===== src/rtl/instruction_fetch_unit.sv =====
// instruction_fetch_unit: PC-driven fetch with req/ack program-memory port, one-entry IR and timeout
module instruction_fetch_unit #(
  parameter int word_size = 16,
  parameter int ack_timeout = 16
) (
  input  logic                 clk,
  input  logic                 reset,
  input  logic [word_size-1:0] pc_address,
  output logic                 pc_load_address,
  output logic                 pc_count_enable,
  input  logic                 flush,
  output logic                 imem_req,
  output logic [word_size-1:0] imem_addr,
  input  logic [word_size-1:0] imem_rdata,
  input  logic                 imem_ack,
  output logic [word_size-1:0] instruction,
  output logic [word_size-1:0] instr_address,
  output logic                 ir_valid,
  input  logic                 ir_ready,
  output logic                 fetch_error
);
  typedef enum logic [2:0] {S_ISSUE, S_WAIT, S_HOLD, S_DRAIN, S_ERROR} state_t;
  state_t state;
  logic inc_pending;
  logic [7:0] cnt;
  logic timed_out;
  assign timed_out = cnt == 8'(ack_timeout - 1);
  // PC strobes: load while issuing, a single increment in the first hold cycle unless a jump lands
  always_comb begin
    pc_load_address = ~reset & (state == S_ISSUE);
    pc_count_enable = ~reset & (state == S_HOLD) & inc_pending & ~flush;
  end
  // fetch sequencer: issue, wait for ack, hold for decoder, drain abandoned requests, trap on timeout
  always_ff @(posedge clk or posedge reset)
    if (reset) begin
      state <= S_ISSUE;
      inc_pending <= 1'b0;
      cnt <= 8'd0;
      imem_req <= 1'b0;
      imem_addr <= '0;
      instruction <= '0;
      instr_address <= '0;
      ir_valid <= 1'b0;
      fetch_error <= 1'b0;
    end else begin
      case (state)
        S_ISSUE:
          if (!flush) begin
            imem_addr <= pc_address;
            imem_req <= 1'b1;
            cnt <= 8'd0;
            state <= S_WAIT;
          end
        S_WAIT:
          if (imem_ack) begin
            imem_req <= 1'b0;
            if (flush) state <= S_ISSUE;
            else begin
              instruction <= imem_rdata;
              instr_address <= imem_addr;
              ir_valid <= 1'b1;
              inc_pending <= 1'b1;
              state <= S_HOLD;
            end
          end else if (timed_out) begin
            imem_req <= 1'b0;
            fetch_error <= 1'b1;
            state <= S_ERROR;
          end else begin
            cnt <= cnt + 8'd1;
            if (flush) state <= S_DRAIN;
          end
        S_HOLD: begin
          inc_pending <= 1'b0;
          if (flush || ir_ready) begin
            ir_valid <= 1'b0;
            state <= S_ISSUE;
          end
        end
        S_DRAIN:
          if (imem_ack) begin
            imem_req <= 1'b0;
            state <= S_ISSUE;
          end else if (timed_out) begin
            imem_req <= 1'b0;
            fetch_error <= 1'b1;
            state <= S_ERROR;
          end else cnt <= cnt + 8'd1;
        default: begin
          imem_req <= 1'b0;
          ir_valid <= 1'b0;
          fetch_error <= 1'b1;
        end
      endcase
    end
endmodule

===== config.mk =====
export PLATFORM = sky130hd
export DESIGN_NAME = instruction_fetch_unit
export DESIGN_NICKNAME = d
export VERILOG_FILES = /design/src/rtl/instruction_fetch_unit.sv
export SDC_FILE = /design/constraint.sdc
export NUM_CORES = 1
export LEC_CHECK = 0
export CORE_MARGIN = 3
export CORE_UTILIZATION = 45
export CTS_BUF_LIST = sky130_fd_sc_hd__clkbuf_4
export DETAILED_ROUTE_END_ITERATION = 12
export PLACE_DENSITY = 0.89
export SETUP_SLACK_MARGIN = 0.3
export SYNTH_ARGS = -nofsm -noshare
export SYNTH_HDL_FRONTEND = slang
export SYNTH_SLANG_ARGS = --single-unit

===== constraint.sdc =====
create_clock -name clk -period 2.6 [get_ports clk]
set_input_delay 0.39 -clock clk [delete_from_list [all_inputs] [get_ports clk]]
set_output_delay 0.39 -clock clk [all_outputs]
set_load 0.01 [all_outputs]

==> impl_metrics.tcl, run 1 <==
set metrics [dict create \
    outcome "finished clean" \
    criticalPathCategory "register to primary output" \
    relSlewSlack_pct 48.49 \
    finalSetupTns_ns 0 \
    post-dp-hpwl_um 4069 \
    cp.arrival_ns 1.80 \
    die_width_um 81.98 \
    drc 0 \
    critPathMaxFanout 14 \
    drv_cap 0 \
    postCtsHoldBufs 0 \
    ys_top_cells_by_area "dfrtp_1 61%, mux2_2 12%, nand2_1 8.2%, mux2_1 2.2%, xnor2_1 1.3%" \
    final-max-slew-violation-count 0 \
    grt_pass1_vias 2010 \
    critPathCaptureType "primary output" \
    internal-power_mw 2.664 \
    start_util_pct 46.88 \
    setup_viol 0 \
    core-area_mm2 0.005540 \
    rsz0062_at_grt "no" \
    clock_latency_ns 0.38 \
    swShare_pct 31.56 \
    hold_class "input port to asynchronous set/reset pin" \
    drt_wl_total_um 5613 \
    netlist_instances 219 \
    ys_seq_area_share_pct 60.69 \
    ant_nets 0 \
    p_total_mw 3.892 \
    place_congestion 0.7489 \
    ys_warn_count 0 \
    first_iter_violations 94 \
    clock-sinks 63 \
    design_area_mm2 0.003717 \
    port_buffers 89 \
    synth_common_cells "63 x dfrtp_1, 57 x nand2_1, 27 x mux2_2, 6 x nor2_1, 6 x o21ai_0" \
    diodes 0 \
    firstDrtPassIters 4 \
    syn_area_per_cell_um2 11.86 \
    synth_top_area_share_pct 60.69 \
    grt_pass1_wl_um 9059 \
    path_clk_slew_ns 0.10 \
    placed_area_mm2 0.003592 \
    synth_cell_types 34 \
    ys.flop_type "dfrtp_1" \
    clock_skew_ns 0.009568 \
    syn_area_mm2 0.002597 \
    fp.dieH_um 81.98 \
    hold_viol 0 \
    grt_max_degree 40 \
    synth-seq-cells 63 \
    layout-drive-gt1-share_pct 16.67 \
    area.growth.synth_to_final_pct 43.11 \
    yosys.area.top_type "dfrtp_1" \
    yosysMostFrequentCell "dfrtp_1" \
    period_share_pct 84.29 \
    synth_edf_count 0 \
    p_seq_share_pct 42.7 \
    root_buffer "clkbuf_4" \
    power_density_mw_per_mm2 1047 \
    overflow 0 \
    vias 1988 \
    ff2ff_path_depth 3 \
    clkPwrFrac_pct 16.0 \
    ios 90 \
    antenna_found_initial 0 \
    irDropWorstVdd_mv 0.6528 \
    crit_required_ns 2.21 \
    routedWlPerCell_um 14.39 \
    p_sw_mw 1.228 \
    min_period_ns 2.191 \
    async_reset_ff_share_pct 100.0 \
    die_area_mm2 0.006720 \
    power.share.combinational_pct 41.3 \
    fin_nets 351 \
    synth_nets 257 \
    grt.total_usage_pct 17.86 \
    tightest_slew_ns 0.7727 \
    cts_buffers 9 \
    via_per_inst 5.097 \
    rows 27 \
    r2r_end "cnt[0]" \
    leakagePower_nw 1.678 \
    critPathLaunchType "register" \
    max_freq_mhz 456.3 \
    cts_buffer_depth 2 \
    cts_max_level 3 \
    fill_cells 456 \
    rrSetupSlack_ns 0.72 \
    cts_tree "built" \
    post_cts_buffers 0 \
    r2r-start "state[0]" \
]
-- worst max-delay path, stage by stage (launching register included) --
cell	delay, ns
dfrtp_1	0.53
nor4_1	0.32
clkdlybuf4s50_1	0.58
-- cells by family after synthesis --
family / after synthesis / synth area share (%)
AND/OR/NAND/NOR: 85 / 15.46
flip-flops: 63 / 60.69
multiplexers: 34 / 14.64
AO/OA/AOI/OAI: 18 / 4.817
buffers and inverters: 14 / 2.553
XOR/XNOR: 4 / 1.349
adder cells (fa/ha/maj): 1 / 0.4816
-- stage by stage --
step                utilization, %  std cells  worst slack, ns  hold slack, ns
floorplan                        -        219           0.6403          0.4620
global placement             64.84        374           0.3659          0.4534
detailed placement           64.84        374           0.2557          0.4644
CTS                          67.10        390           0.3793          0.4238
global route                 67.10        390           0.3142          0.4403
finish                       67.10        390           0.4085          0.4310
-- cell type report --
cell class | count | area, µm² | area share [%]
Sequential cell | 63 | 1577 | 42.41
Timing Repair Buffer | 94 | 952.2 | 25.61
Clock inverter | 6 | 51.30 | 1.380
Inverter | 3 | 11.26 | 0.3029
Tap cell | 72 | 90.09 | 2.423
Clock buffer | 10 | 75.07 | 2.020
Multi-Input combinational cell | 142 | 960.9 | 25.85
-- state kept, by name (all words and copies together), names as in the netlist, 3 cells and up --
signal,flops
imem_addr,16
instr_address,16
state,3
cnt,8
instruction,16
-- layer usage --
metal / vias to the layer above / routed length [µm] / global-route usage, %
li1: 938 / - / -
met1: 968 / 2217 / 21.07
met2: 75 / 2867 / 30.13
met3: 7 / 446 / 5.154
met4: 0 / 81 / 7.973
met5: - / 0 / 0
-- power groups by stage --
stage	Combinational, mW	Clock (mW)	Sequential [mW]
global route	1.75	0.694	1.72
CTS	1.64	0.644	1.67
finish	1.61	0.622	1.66
detailed placement	1.63	0	1.68
floorplan	0.501	0	1.81
global placement	1.59	0	1.66
-- how the worst max path moves through the flow --
stage	startpoint	to	slack, ns	cells past startpoint
3_5_place_dp	flush	pc_count_enable	0.26	4
3_3_place_gp	flush	pc_count_enable	0.37	4
2_1_floorplan	reset	cnt[0]	0.64	1
5_1_grt	state[0]	pc_load_address	0.31	2
6_report	state[0]	pc_load_address	0.41	2
4_1_cts	state[0]	pc_load_address	0.38	2
-- what timing repair did --
action	4_1_cts	5_1_grt
gates resized for setup	1	0
endpoints found under the hold margin	0	0
setup endpoints to repair	1	0
-- cells in the final DEF (no fill, tap or decap), types with 3 or more instances in the layout --
cell             count
a211oi_1             3
buf_4                3
clkbuf_4            10
clkdlybuf4s50_1     88
clkinv_1             3
dfrtp_1             63
mux2_1               5
mux2_2              27
nand2_1             57
nand2b_1             4
nand3_1              3
nor2_1               6
o21ai_0              6
xnor2_1              4
Note: power is estimated with default switching activity, not from simulation.
==> run 2: changes to the inputs <==
==> constraint.sdc (replaced) <==
create_clock -name clk -period 2.23 [get_ports clk]
set_input_delay 0.3345 -clock clk [delete_from_list [all_inputs] [get_ports clk]]
set_output_delay 0.3345 -clock clk [all_outputs]
set_load 0.01 [all_outputs]
==> run 2 against run 1 <==
Highest routed layer unchanged; register-to-register slack got worse by 0.25 ns; core utilization increased by 0.20 points; clock power decreased by 3.4%; sequential power increased by 16%; largest cell class unchanged; power increased by 14%.
==> impl_metrics.tcl, run 2 (synthesized netlist as in run 1, its figures left out) <==
set metrics [dict create \
    outcome "finished clean" \
    relSlewSlack_pct 63.27 \
    grt_pass1_wl_um 9045 \
    layout-drive-gt1-share_pct 19.50 \
    postCtsHoldBufs 0 \
    layout_common_cells "87 x clkdlybuf4s50_1, 61 x dfrtp_1, 57 x nand2_1" \
    min_period_ns 1.803 \
    area.growth.synth_to_final_pct 43.55 \
    first_iter_violations 53 \
    max_freq_mhz 554.5 \
    path_clk_slew_ns 0.10 \
    cts_buffer_depth 2 \
    ios 90 \
    cp.arrival_ns 1.47 \
    grt.total_usage_pct 17.91 \
    clock_latency_ns 0.37 \
    cts_tree "built" \
    finalSetupTns_ns 0 \
    ff2ff_path_depth 5 \
    rrSetupSlack_ns 0.47 \
    seqCellArea_mm2 0.001579 \
    post-dp-hpwl_um 4254 \
    utilization_pct 67.30 \
    place_congestion 0.7771 \
    port_buffers 89 \
    rows 27 \
    rsz0062_at_grt "no" \
    ant_nets 0 \
    period_share_pct 80.87 \
    crit_required_ns 1.90 \
    drc 0 \
    hold_viol 0 \
    fill_cells 442 \
    final-max-slew-violation-count 0 \
    cts_max_level 3 \
    reg_top3 "imem_addr x16, instr_address x16, instruction x16" \
    vias 1954 \
    critPathCaptureType "primary output" \
    diodes 0 \
    via_per_inst 4.947 \
    overflow 0 \
    firstDrtPassIters 4 \
    multi_input_area_um2 967.2 \
    die_width_um 81.98 \
    irDropWorstVdd_mv 0.5440 \
    r2r_end "cnt[6]" \
    core-area_mm2 0.005540 \
    fp.dieH_um 81.98 \
    drt_wl_total_um 5745 \
    hold_class "input port to asynchronous set/reset pin" \
    criticalPathCategory "input port to primary output" \
    tightest_slew_ns 0.5464 \
    clock_skew_ns 0.01294 \
    setup_viol 0 \
    antenna_found_initial 0 \
    die_area_mm2 0.006720 \
    grt_pass1_vias 2007 \
    leakagePower_nw 1.688 \
    cts_buffers 9 \
    clock-sinks 63 \
    final_common_cell "clkdlybuf4s50_1" \
    start_util_pct 46.88 \
    critPathMaxFanout 3 \
    routedWlPerCell_um 14.54 \
    drv_cap 0 \
    root_buffer "clkbuf_4" \
    fin_nets 357 \
    power_density_mw_per_mm2 1188 \
    r2r-start "cnt[0]" \
    grt_max_degree 38 \
    critPathLaunchType "input port" \
]
[run 2: per-stage QoR]
stage | total power, mW | hold WS (ns) | std cells | cell area [µm²] | setup WS, ns
4_1_cts | 4.506 | 0.2714 | 395 | 3726 | 0.3121
3_5_place_dp | 3.882 | 0.4609 | 379 | 3617 | 0.1099
6_report | 4.430 | 0.3128 | 395 | 3729 | 0.4266
2_1_floorplan | 2.698 | 0.4399 | 219 | 2597 | 0.3258
3_3_place_gp | 3.781 | 0.4531 | 379 | 3617 | 0.2047
5_1_grt | 4.747 | 0.3142 | 395 | 3729 | 0.3608
[run 2: what timing repair did]
action / 4_1_cts / 5_1_grt
endpoints found under the hold margin: 0 / 0
gates resized for setup: 4 / 3
setup buffers: 1 / 0
setup endpoints to repair: 2 / 1
[run 2: routing by layer]
layer,vias up,part of all wire [%],track usage [%]
li1,945,-,-
met1,933,40,20.14
met2,63,51,31.26
met5,-,0,0
met3,13,6.8,4.496
met4,0,2.4,9.136
[run 2: worst max-delay path by stage]
stage / startpoint / to / slack [ns]
2_1_floorplan: reset / cnt[0] / 0.33
3_3_place_gp: flush / pc_count_enable / 0.20
3_5_place_dp: flush / pc_count_enable / 0.11
4_1_cts: state[0] / pc_load_address / 0.31
5_1_grt: state[2] / pc_count_enable / 0.36
6_report: flush / pc_count_enable / 0.43
[run 2: cell type report]
| cell class | count | area share, % |
|---|---|---|
| clock inverter | 5 | 0.7047 |
| inverter | 3 | 0.3020 |
| multi-input combinational | 142 | 25.94 |
| sequential | 63 | 42.35 |
| tap | 72 | 2.416 |
| timing repair buffer | 100 | 26.28 |
| clock buffer | 10 | 2.013 |
[run 2: critical path, stage by stage]
cell,delay (ns)
clkdlybuf4s50_1,0.45
nand2b_1,0.18
nor4_1,0.20
dlygate4sd2_1,0.30
[run 2: where the power goes]
| group | internal [mW] | leakage [nW] | switching (mW) |
|---|---|---|---|
| clock | 0.227 | 0.0611 | 0.374 |
| sequential | 1.62 | 0.780 | 0.293 |
| combinational | 1.16 | 0.847 | 0.757 |
==> run 3: changes to the inputs <==
--- a/config.mk
+++ b/config.mk
@@ -6,10 +6,10 @@
 export NUM_CORES = 1
 export LEC_CHECK = 0
 export CORE_MARGIN = 3
-export CORE_UTILIZATION = 45
+export CORE_UTILIZATION = 42
 export CTS_BUF_LIST = sky130_fd_sc_hd__clkbuf_4
 export DETAILED_ROUTE_END_ITERATION = 12
-export PLACE_DENSITY = 0.89
+export PLACE_DENSITY = 0.87
 export SETUP_SLACK_MARGIN = 0.3
 export SYNTH_ARGS = -nofsm -noshare
 export SYNTH_HDL_FRONTEND = slang
==> constraint.sdc (replaced) <==
create_clock -name clk -period 1.5 [get_ports clk]
set_input_delay 0.225 -clock clk [delete_from_list [all_inputs] [get_ports clk]]
set_output_delay 0.225 -clock clk [all_outputs]
set_load 0.01 [all_outputs]
==> run 3 against run 2 <==
The flow now finishes with violations (setup timing); combinational power rose by 91%; largest cell class unchanged; power increased by 80%; non-clock buffer count up 62; clock-buffer cell count shrank 1; sequential power increased by 48%; die area is 6.6% higher; hold slack better by 0.031 ns; core utilization rose by 6.8 points; flip-flop and latch count stayed put.
==> impl_metrics.tcl, run 3 (synthesized netlist as in run 1, its figures left out) <==
set metrics [dict create \
    outcome "finished with violations" \
    violations "setup timing" \
    seqCellArea_mm2 0.001579 \
    critPathLaunchType "register" \
    ios 90 \
    die_width_um 84.64 \
    port_buffers 89 \
    layout_common_cells "61 x dfrtp_1, 53 x buf_4, 51 x nand2_1" \
    place_congestion 0.8330 \
    drc 0 \
    period_share_pct 106.2 \
    internal-power_mw 5.298 \
    drt_wl_total_um 8261 \
    grt.total_usage_pct 22.69 \
    swShare_pct 33.41 \
    cts_buffer_depth 2 \
    max_freq_mhz 628.0 \
    antenna_found_initial 0 \
    vias 2365 \
    tightest_slew_ns 0.3509 \
    clock_latency_ns 0.40 \
    firstDrtPassIters 5 \
    cts_max_level 3 \
    irDropWorstVdd_mv 1.194 \
    cts_tree "built" \
    leakagePower_nw 2.200 \
    setup_slack_ns -0.09247 \
    clock_skew_ns 0.02220 \
    p_seq_share_pct 35.8 \
    fill_cells 422 \
    criticalPathCategory "register to register" \
    final_common_cell "dfrtp_1" \
    drv_cap 0 \
    relSlewSlack_pct 76.46 \
    hold_viol 0 \
    cts_buffers 9 \
    first_iter_violations 92 \
    fp.dieH_um 84.64 \
    overflow 0 \
    rsz0062_at_grt "yes" \
    clock-sinks 63 \
    grt_pass1_vias 2430 \
    area.growth.synth_to_final_pct 69.94 \
    layout-drive-gt1-share_pct 52.19 \
    diodes 0 \
    post-dp-hpwl_um 4563 \
    power.share.combinational_pct 45.8 \
    rows 28 \
    reg_top3 "imem_addr x16, instr_address x16, instruction x16" \
    power_density_mw_per_mm2 1802 \
    grt_max_degree 35 \
    path_clk_slew_ns 0.11 \
    utilization_pct 74.12 \
    die_area_mm2 0.007164 \
    routedWlPerCell_um 17.80 \
    crit_required_ns 1.78 \
    rrSetupSlack_ns -0.09 \
    grt_pass1_wl_um 12590 \
    p_sw_mw 2.658 \
    cp.arrival_ns 1.88 \
    ant_nets 0 \
    setup_viol 25 \
    clkPwrFrac_pct 18.5 \
    core-area_mm2 0.005956 \
    place_ws_ns -0.3511 \
    start_util_pct 43.61 \
    multi_input_area_mm2 0.001147 \
    critPathMaxFanout 7 \
    root_buffer "clkbuf_4" \
    fin_nets 422 \
    hold_class "input port to asynchronous set/reset pin" \
    via_per_inst 5.097 \
    critPathCaptureType "register" \
    min_period_ns 1.592 \
    final-max-slew-violation-count 0 \
]
-- run 3: path summary, 6_finish.rpt --
check,startpoint,to,cells past startpoint
worst max-delay path,state[1],instruction[13],6
worst min-delay path,reset,inc_pending,3
worst max register to register,state[1],instruction[13],6
worst min register to register,fetch_error,fetch_error,1
max in group asynchronous,reset,instruction[15],4
min in group clk,pc_address[5],imem_addr[5],3
-- run 3: repair_timing --
| action | in CTS | in global routing |
|---|---|---|
| buffers inserted | 30 | 12 |
| hold buffers | 0 | 0 |
| setup endpoints to repair | 113 | 101 |
| gates resized for setup | 250 | 12 |
| gates cloned | 8 | 0 |
| pin swaps | 18 | 1 |
-- run 3: metrics by stage --
stage	hold WS [ns]	power, mW	instances	setup TNS (ns)	instance area (µm²)
floorplan	0.3374	4.174	219	-0.1380	2735
global placement	0.4520	5.835	398	-14.51	3850
detailed placement	0.4538	5.986	398	-17.43	3850
finish	0.3439	7.955	464	-1.250	4414
global route	0.3362	8.401	464	-3.628	4414
CTS	0.3274	7.546	452	-0.9426	4272
-- run 3: power by group through the flow --
stage | combinational, mW | clock [mW] | sequential [mW]
global placement | 2.98 | 0 | 2.86
global route | 3.90 | 1.58 | 2.93
CTS | 3.28 | 1.47 | 2.80
floorplan | 1.02 | 0 | 3.15
detailed placement | 3.07 | 0 | 2.91
finish | 3.64 | 1.47 | 2.84
-- run 3: worst max-delay path, stage by stage (launching register included) --
cell	delay, ns
dfrtp_1	0.43
buf_6	0.14
nor3_4	0.21
nand2_4	0.13
buf_12	0.16
buf_16	0.13
mux2_2	0.27
-- run 3: area by class of cell --
cell class              count  share of cell area (%)
flip-flops and latches     63                   35.77
repair buffers            162                   31.72
multi-input cells         145                   25.99
clock inverters             7                   2.523
well taps                  75                   2.126
clock buffers               9                   1.531
inverters                   3                  0.3401
-- run 3: metal layers --
metal  vias to the layer above  global-route usage [%]  share of wire [%]
li1                       1097                       -                  -
met1                      1161                   26.83                 39
met2                        89                   40.50                 52
met3                        18                   4.907                6.4
met4                         0                   8.058                2.2
met5                         -                       0                  0
